$ cat src/rtl/pc_fetch_unit.sv
`default_nettype none
// ============================================================================
//  Module   : pc_fetch_unit
//  Purpose  : PC sequencer for the single-cycle MIPS core: boot/run/halt
//             control, stall hold, out-of-range fetch fault, retired count.
//  Options  : PC_HALT_DETECT_EN -- a taken jump/branch to its own PC halts.
//  Revision : 1.0 - initial release
// ============================================================================
module pc_fetch_unit #(
  parameter int unsigned ADDR_WIDTH   = 8,
  parameter int unsigned IMEM_BYTES   = 128,
  parameter int unsigned RESET_VECTOR = 0
) (
  input  logic                  clk,
  input  logic                  reset_n,
  input  logic                  Stall,
  input  logic                  Zero,
  input  logic                  Branch,
  input  logic                  Jump,
  input  logic [31:0]           SEImm,
  input  logic [25:0]           JumpValue,
  output logic [ADDR_WIDTH-1:0] ReadAddr,
  output logic [ADDR_WIDTH-1:0] PC_Plus4,
  output logic                  Halted,
  output logic                  AddrFault,
  output logic [15:0]           InstrCount
);

  localparam logic [1:0] c_st_boot = 2'd0;
  localparam logic [1:0] c_st_run  = 2'd1;
  localparam logic [1:0] c_st_halt = 2'd2;

  localparam logic [ADDR_WIDTH-1:0] c_reset_pc = ADDR_WIDTH'(RESET_VECTOR);
  localparam logic [ADDR_WIDTH-1:0] c_pc_step  = ADDR_WIDTH'(4);
  localparam logic [15:0]           c_cnt_max  = 16'hFFFF;

  logic [1:0]            r_state;
  logic [ADDR_WIDTH-1:0] r_pc;
  logic [15:0]           r_instr_count;
  logic                  r_addr_fault;
  logic                  r_halted;

  logic [ADDR_WIDTH-1:0] w_pc_plus4;
  logic [ADDR_WIDTH-1:0] w_jump_target;
  logic [ADDR_WIDTH-1:0] w_branch_target;
  logic [ADDR_WIDTH-1:0] w_next_pc;
  logic                  w_branch_taken;
  logic                  w_fault;
  logic                  w_self_hit;

  // All target arithmetic is cast straight to the PC width so carries and
  // upper immediate bits fall away, giving modulo-2^ADDR_WIDTH behaviour.
  always_comb begin
    w_pc_plus4      = r_pc + c_pc_step;
    w_jump_target   = ADDR_WIDTH'({JumpValue, 2'b00});
    w_branch_target = w_pc_plus4 + ADDR_WIDTH'(SEImm << 2);
    w_branch_taken  = Branch & Zero;
    w_next_pc       = w_pc_plus4;
    if (Jump) begin
      w_next_pc = w_jump_target;
    end else if (w_branch_taken) begin
      w_next_pc = w_branch_target;
    end
  end

  // Widened compare so an IMEM_BYTES at or beyond 2^ADDR_WIDTH never faults.
  assign w_fault = (64'(w_next_pc) >= 64'(IMEM_BYTES));

`ifdef PC_HALT_DETECT_EN
  assign w_self_hit = (Jump | w_branch_taken) & (w_next_pc == r_pc);
`else
  assign w_self_hit = 1'b0;
`endif

  always_ff @(posedge clk or negedge reset_n) begin
    if (!reset_n) begin
      r_state       <= c_st_boot;
      r_pc          <= c_reset_pc;
      r_instr_count <= 16'd0;
      r_addr_fault  <= 1'b0;
      r_halted      <= 1'b0;
    end else begin
      case (r_state)
        c_st_boot: begin
          r_state <= c_st_run;
        end
        c_st_run: begin
          if (!Stall) begin
            // The faulting or self-targeting transition still retires.
            r_pc <= w_next_pc;
            if (r_instr_count != c_cnt_max) begin
              r_instr_count <= r_instr_count + 16'd1;
            end
            if (w_fault) begin
              r_addr_fault <= 1'b1;
              r_state      <= c_st_halt;
              r_halted     <= 1'b1;
            end else if (w_self_hit) begin
              r_state  <= c_st_halt;
              r_halted <= 1'b1;
            end
          end
        end
        c_st_halt: begin
          r_state <= c_st_halt;
        end
        default: begin
          r_state  <= c_st_halt;
          r_halted <= 1'b1;
        end
      endcase
    end
  end

  assign ReadAddr   = r_pc;
  assign PC_Plus4   = w_pc_plus4;
  assign Halted     = r_halted;
  assign AddrFault  = r_addr_fault;
  assign InstrCount = r_instr_count;

endmodule
`default_nettype wire
$ cat config.mk
export PLATFORM = sky130hd
export DESIGN_NAME = pc_fetch_unit
export DESIGN_NICKNAME = d
export VERILOG_FILES = /design/src/rtl/pc_fetch_unit.sv
export SDC_FILE = /design/constraint.sdc
export NUM_CORES = 1
export LEC_CHECK = 0
export BUFFER_PORTS_ARGS = -buffer_cell sky130_fd_sc_hd__buf_2
export CORE_MARGIN = 3
export CORE_UTILIZATION = 43
export DETAILED_ROUTE_END_ITERATION = 10
export PLACE_DENSITY = 0.8
export SKIP_LAST_GASP = 1
export SLEW_MARGIN = 40
export SYNTH_ARGS = -nofsm -noshare
export SYNTH_HDL_FRONTEND = slang
export SYNTH_SLANG_ARGS = --single-unit
$ cat constraint.sdc
create_clock -name clk -period 3.2 [get_ports clk]
set_input_delay 0.48 -clock clk [delete_from_list [all_inputs] [get_ports clk]]
set_output_delay 0.48 -clock clk [all_outputs]
set_load 0.02 [all_outputs]
==> results of run 1 <==
## power by group through the flow
stage / combinational (W) / sequential [W] / clock (W)
global route: 0.000801 / 0.000529 / 0.000234
floorplan: 0.000454 / 0.000570 / 0
CTS: 0.000728 / 0.000510 / 0.000222
detailed placement: 0.000725 / 0.000517 / 0
finish: 0.000720 / 0.000509 / 0.000212
global placement: 0.000708 / 0.000510 / 0
## layer usage
layer / vias to the layer above / wire [um] / track usage [%]
met3: 0 / 151 / 3.54
met4: 0 / 0 / 3.05
met1: 630 / 1550 / 21.0
met5: - / 0 / 0
li1: 683 / - / -
met2: 30 / 1600 / 26.6
## cells in the mapped netlist, types with 2 or more instances
cell / n / share of area (%)
clkbuf_1: 2 / 0.48
o31ai_1: 3 / 1.4
a21oi_1: 10 / 3.2
and3_1: 4 / 1.6
xnor2_1: 10 / 5.5
nor3_1: 4 / 1.3
ha_1: 8 / 6.3
xor2_1: 9 / 5.0
a21boi_0: 3 / 1.4
a21o_1: 2 / 0.95
nand3_1: 14 / 4.4
nand2_1: 19 / 4.5
nor3b_1: 2 / 0.95
o21ai_0: 8 / 2.5
mux2i_1: 2 / 1.3
inv_1: 4 / 0.95
nor2_1: 11 / 2.6
a211oi_1: 2 / 0.95
buf_4: 2 / 0.95
dfrtp_1: 28 / 44
## cell type report
cell class                 count  area [um^2]
clock buffer                   4         55.1
fill                         330         1510
inverter                       4         15.0
multi-input combinational    127          841
sequential                    28          701
tap                           46         57.6
timing repair buffer          52          263
## cells by family after synthesis
kind of cell,synth area share (%)
flip-flops,44.4
XOR/XNOR,10.5
adder cells (fa/ha/maj),7.61
AND/OR/NAND/NOR,19.0
buffers and inverters,2.38
AO/OA/AOI/OAI,14.1
multiplexers,1.98
## flip-flops by register name (all words and copies together), names as in the netlist
signal	cells
AddrFault	1
Halted	1
InstrCount	16
ReadAddr	8
r_state	2
## metrics by stage
stage | utilization, % | total power, W | std cells | area (um^2)
2_1_floorplan | - | 0.00102 | 163 | 1580
3_3_place_gp | 54.5 | 0.00122 | 257 | 1880
3_5_place_dp | 54.5 | 0.00124 | 257 | 1880
4_1_cts | 56.1 | 0.00146 | 261 | 1930
5_1_grt | 56.1 | 0.00156 | 261 | 1930
6_report | 56.1 | 0.00144 | 261 | 1930
## path summary, 6_finish.rpt
path / endpoint / slack [ns] / depth (start not counted)
setup reg to reg: Halted / 0.44 / 9
hold reg to reg: AddrFault / 0.47 / 2
min in group clk: ReadAddr[4] / 0.47 / 3
setup / recovery: Halted / 0.44 / 9
hold / removal: InstrCount[13] / 0.21 / 1
max in group asynchronous: InstrCount[5] / 2.60 / 1
## layout by cell type (no fill, tap or decap), drive strengths merged, types with 8 or more instances in the layout
master  instances
a21oi          11
ha              8
dfrtp          28
xnor2          10
nand2          19
nor2           11
xor2            9
buf            52
o21ai           8
nand3          14
## worst max-delay path, stage by stage (launching register included)
cell and delay [ns]:
dfrtp_1 0.47, ha_1 0.25, xor2_1 0.28, ha_1 0.31, a21oi_1 0.19, a21oi_1 0.12
o21a_1 0.19, or4_4 0.48, a21oi_2 0.25, o21ai_0 0.10
==> impl_metrics.env, run 1 <==
export IMPL_path_class="reg2reg"
export IMPL_clkLatencyLatePin_ns=0.27
export IMPL_remaining_drc_errors=0
export IMPL_grt_max_degree=29
export IMPL_grt_antenna_before_repair=0
export IMPL_dieArea_um2=4440
export IMPL_place_congestion=0.864
export IMPL_cts_sinks=28
export IMPL_r2r_start="ReadAddr[2]"
export IMPL_drive_gt1_share_pct=27.9
export IMPL_vdd_drop_max_mv=0.319
export IMPL_wire_per_inst_um=12.7
export IMPL_worstPathRequired_ns=3.35
export IMPL_ant_nets=0
export IMPL_vias=1343
export IMPL_switching_share_pct=43.0
export IMPL_first_global_vias=1263
export IMPL_drt_wl_total_mm=3.31
export IMPL_htree_levels=1
export IMPL_seq_area_frac_synth_pct=44.4
export IMPL_dpl_worst_slack_ns=0.442
export IMPL_setup_viol=0
export IMPL_cp_end_kind="flip-flop"
export IMPL_timing_final_crit_share_pct=86.3
export IMPL_critPathLaunchType="flip-flop"
export IMPL_leakage_nw=0.993
export IMPL_finalCriticalPeriod_ns=2.76
export IMPL_io_buffers=51
export IMPL_clock_skew_ns=0.00161
export IMPL_numCtsBuffers=3
export IMPL_p_seq_share_pct=35.3
export IMPL_p_comb_share_pct=50.0
export IMPL_avgSynthCellArea_um2=9.69
export IMPL_clockRootBuffer="clkbuf_8"
export IMPL_p_sw_w=0.000619
export IMPL_dp_hpwl_mm=2.65
export IMPL_grt_overflow=0
export IMPL_yosysWarnings=0
export IMPL_synthCells=163
export IMPL_coreArea_um2=3440
export IMPL_pwr_share_clk_pct=14.7
export IMPL_syn_to_final_growth_pct=22.3
export IMPL_fp_dieH_um=66.6
export IMPL_fin_nets=289
export IMPL_status="finished, final reports clean"
export IMPL_clk_pin_slew_ns=0.09
export IMPL_min_path_type="in2async"
export IMPL_drtIter0Drc=42
export IMPL_synth_edf_count=0
export IMPL_rows=21
export IMPL_rsz0062_at_grt="no"
export IMPL_drv_slew=0
export IMPL_slew_headroom_pct=59.9
export IMPL_fmax_mhz=362
export IMPL_post_cts_buffers=0
export IMPL_syn_area_um2=1580
export IMPL_hold_violations=0
export IMPL_tightest_slew_ns=0.601
export IMPL_ys_async_sr_fraction_pct=100
export IMPL_syn_nets=236
export IMPL_power_density_nw_per_um2=746
export IMPL_grt_total_usage_pct=15.9
export IMPL_synth_flop_cell="dfrtp_1"
export IMPL_p_int_w=0.000822
export IMPL_setup_ws_ns=0.439
export IMPL_die_x_um=66.6
export IMPL_grt_pass1_wl_mm=5.51
export IMPL_ys_ff_latch=28
export IMPL_synth_distinct_cells=36
export IMPL_drt_first_pass_iters=4
export IMPL_viasPerCell=5.15
export IMPL_cts_tree="built"
export IMPL_finalSetupTns_ns=0
export IMPL_maxCapViolCount=0
export IMPL_cts_repair_resized=0
export IMPL_crit_path_max_fanout=7
export IMPL_io_pins=98
export IMPL_holdWs_ns=0.206
export IMPL_startpoint="ReadAddr[2]"
export IMPL_cts_hold_buffers_added=0
export IMPL_critPathArrivalTime_ns=2.91
export IMPL_diodes=0
export IMPL_clockBufferDepth=2
export IMPL_start_util_pct=45.9
No activity file was read; power rests on OpenSTA's default activity.
==> run 2: changes to the inputs <==
CORE_UTILIZATION = 27   (was 43)
PLACE_DENSITY = unset   (was 0.8)
clock period = 3.3 ns   (was 3.2 ns; I/O delays follow)
==> run 2 against run 1 <==
Against the previous run: maximum frequency shrank 1.9%; first-iteration DRC count shrank 2.4%; cell count grew 10%; critical path type unchanged; sequential power shrank 4%; via count grew 0.82%; largest cell class unchanged; clock skew grew 0.0070 ns; register-to-register slack gained 0.05 ns; worst setup slack gained 0.047 ns.
==> impl_metrics.env, run 2 (synthesis results as in run 1) <==
export IMPL_status="finished, final reports clean"
export IMPL_multiInputGateArea_um2=841
export IMPL_p_int_w=0.000798
export IMPL_startpoint="ReadAddr[2]"
export IMPL_path_class="reg2reg"
export IMPL_cp_end_kind="flip-flop"
export IMPL_final_common_cell="buf_2"
export IMPL_cts_repair_resized=0
export IMPL_setup_viol=0
export IMPL_critPathArrivalTime_ns=2.96
export IMPL_dieArea_um2=6800
export IMPL_syn_to_final_growth_pct=24.4
export IMPL_diodes=0
export IMPL_cpMaxStageDelayCell="or4_4"
export IMPL_dr_wl_met3_um=287
export IMPL_drive_gt1_share_pct=27.9
export IMPL_critPathLaunchType="flip-flop"
export IMPL_fin_nets=289
export IMPL_max_stage_delay_ns=0.48
export IMPL_cts_hold_buffers_added=0
export IMPL_clockRootBuffer="clkbuf_8"
export IMPL_grt_max_degree=29
export IMPL_post_dp_cell_area_um2=1910
export IMPL_ff2ff_path_depth=9
export IMPL_dp_cells=283
export IMPL_post_cts_buffers=0
export IMPL_worstPathCellList="ha_1 -> xor2_1 -> ha_1 -> a21oi_1 -> a21oi_1 -> o21a_1 -> or4_4 -> a21oi_2 -> o21ai_0"
export IMPL_clock_skew_ns=0.00859
export IMPL_slew_headroom_pct=58.5
export IMPL_largest_reg_flops=16
export IMPL_cts_sinks=28
export IMPL_power_w=0.00141
export IMPL_grt_overflow=0
export IMPL_finalSetupTns_ns=0
export IMPL_ff2ff_setup_slack_ns=0.49
export IMPL_crit_path_max_fanout=7
export IMPL_worst_r2r_endpoint="Halted"
export IMPL_ant_nets=0
export IMPL_fin_area_um2=1960
export IMPL_timing_final_crit_share_pct=85.3
export IMPL_critical_path_endpoint="Halted"
export IMPL_grt_pass1_wl_mm=6.17
export IMPL_wl_met2_mm=1.60
export IMPL_clockBufferDepth=2
export IMPL_leakage_nw=0.993
export IMPL_clk_pin_slew_ns=0.10
export IMPL_drtIter0Drc=41
export IMPL_p_comb_share_pct=50.1
export IMPL_dp_hpwl_mm=2.77
export IMPL_seq_area_um2=701
export IMPL_final_cell_mix="51 x buf_2, 28 x dfrtp_1, 19 x nand2_1"
export IMPL_worstPathRequired_ns=3.45
export IMPL_fin_cells=287
export IMPL_clkLatencyLatePin_ns=0.27
export IMPL_die_x_um=82.5
export IMPL_coreArea_um2=5570
export IMPL_min_path_type="in2async"
export IMPL_grt_antenna_before_repair=0
export IMPL_rows=27
export IMPL_first_global_vias=1335
export IMPL_io_buffers=51
export IMPL_vias=1354
export IMPL_pwr_share_clk_pct=15.0
export IMPL_rsz0062_at_grt="no"
export IMPL_place_congestion=0.766
export IMPL_vdd_drop_max_mv=0.364
export IMPL_routedLengthMet1_mm=1.65
export IMPL_power_density_nw_per_um2=716
export IMPL_finalCriticalPeriod_ns=2.81
export IMPL_setup_ws_ns=0.486
export IMPL_switching_share_pct=43.3
export IMPL_fillers=584
export IMPL_highest_layer="met4"
export IMPL_r2r_start="ReadAddr[2]"
export IMPL_drt_wl_total_mm=3.55
export IMPL_wire_per_inst_um=12.4
export IMPL_drv_slew=0
export IMPL_fp_dieH_um=82.5
export IMPL_remaining_drc_errors=0
export IMPL_drt_first_pass_iters=4
export IMPL_start_util_pct=28.3
export IMPL_dpl_worst_slack_ns=0.506
export IMPL_viasPerCell=4.72
export IMPL_numCtsBuffers=3
export IMPL_cts_tree="built"
export IMPL_p_sw_w=0.000609
export IMPL_grt_total_usage_pct=11.5
export IMPL_hold_violations=0
export IMPL_maxCapViolCount=0
export IMPL_tightest_slew_ns=0.622
export IMPL_p_seq_share_pct=34.9
export IMPL_htree_levels=1
export IMPL_fmax_mhz=355
export IMPL_io_pins=98
-- run 2: cell counts in the layout (fill, tap and decap cells not counted) --
Identical to the previous run, type by type.
-- run 2: metal layers --
layer  vias to the layer above  global-route usage (%)
met2                        51                    18.6
met3                         2                    3.15
met5                         -                       0
met4                         0                    1.50
li1                        681                       -
met1                       620                    15.7
-- run 2: power by group through the flow --
stage / logic, W / registers (W) / clock network [W]
6_report: 0.000705 / 0.000491 / 0.000211
5_1_grt: 0.000799 / 0.000510 / 0.000237
3_3_place_gp: 0.000699 / 0.000497 / 0
3_5_place_dp: 0.000707 / 0.000498 / 0
4_1_cts: 0.000715 / 0.000492 / 0.000226
2_1_floorplan: 0.000441 / 0.000553 / 0
-- run 2: worst min path at each step --
| stage | startpoint | slack, ns | end | cells past startpoint |
|---|---|---|---|---|
| floorplan | reset_n | 0.20 | AddrFault | 0 |
| global placement | AddrFault | 0.45 | AddrFault | 2 |
| detailed placement | AddrFault | 0.45 | AddrFault | 2 |
| CTS | reset_n | 0.25 | InstrCount[14] | 1 |
| global route | reset_n | 0.27 | InstrCount[13] | 1 |
| finish | reset_n | 0.22 | InstrCount[12] | 1 |
-- run 2: area by class of cell --
type                            instances  share of cell area (%)
Clock buffer                            4                    2.80
Timing Repair Buffer                   52                    13.4
Tap cell                               72                    4.59
Inverter                                4                   0.764
Multi-Input combinational cell        127                    42.8
Sequential cell                        28                    35.7
-- run 2: critical path, delay by kind of cell (launching register included) --
kind	cells	cell delay, ns
xor+xnor	1	0.32
fa+ha+maj	2	0.57
flops	1	0.45
compound gates	5	0.88
simple gates	1	0.48
-- run 2: metrics by stage --
stage	util (%)	hold slack (ns)
global route	35.2	0.266
global placement	34.3	0.446
detailed placement	34.3	0.450
CTS	35.2	0.249
floorplan	-	0.199
finish	35.2	0.220
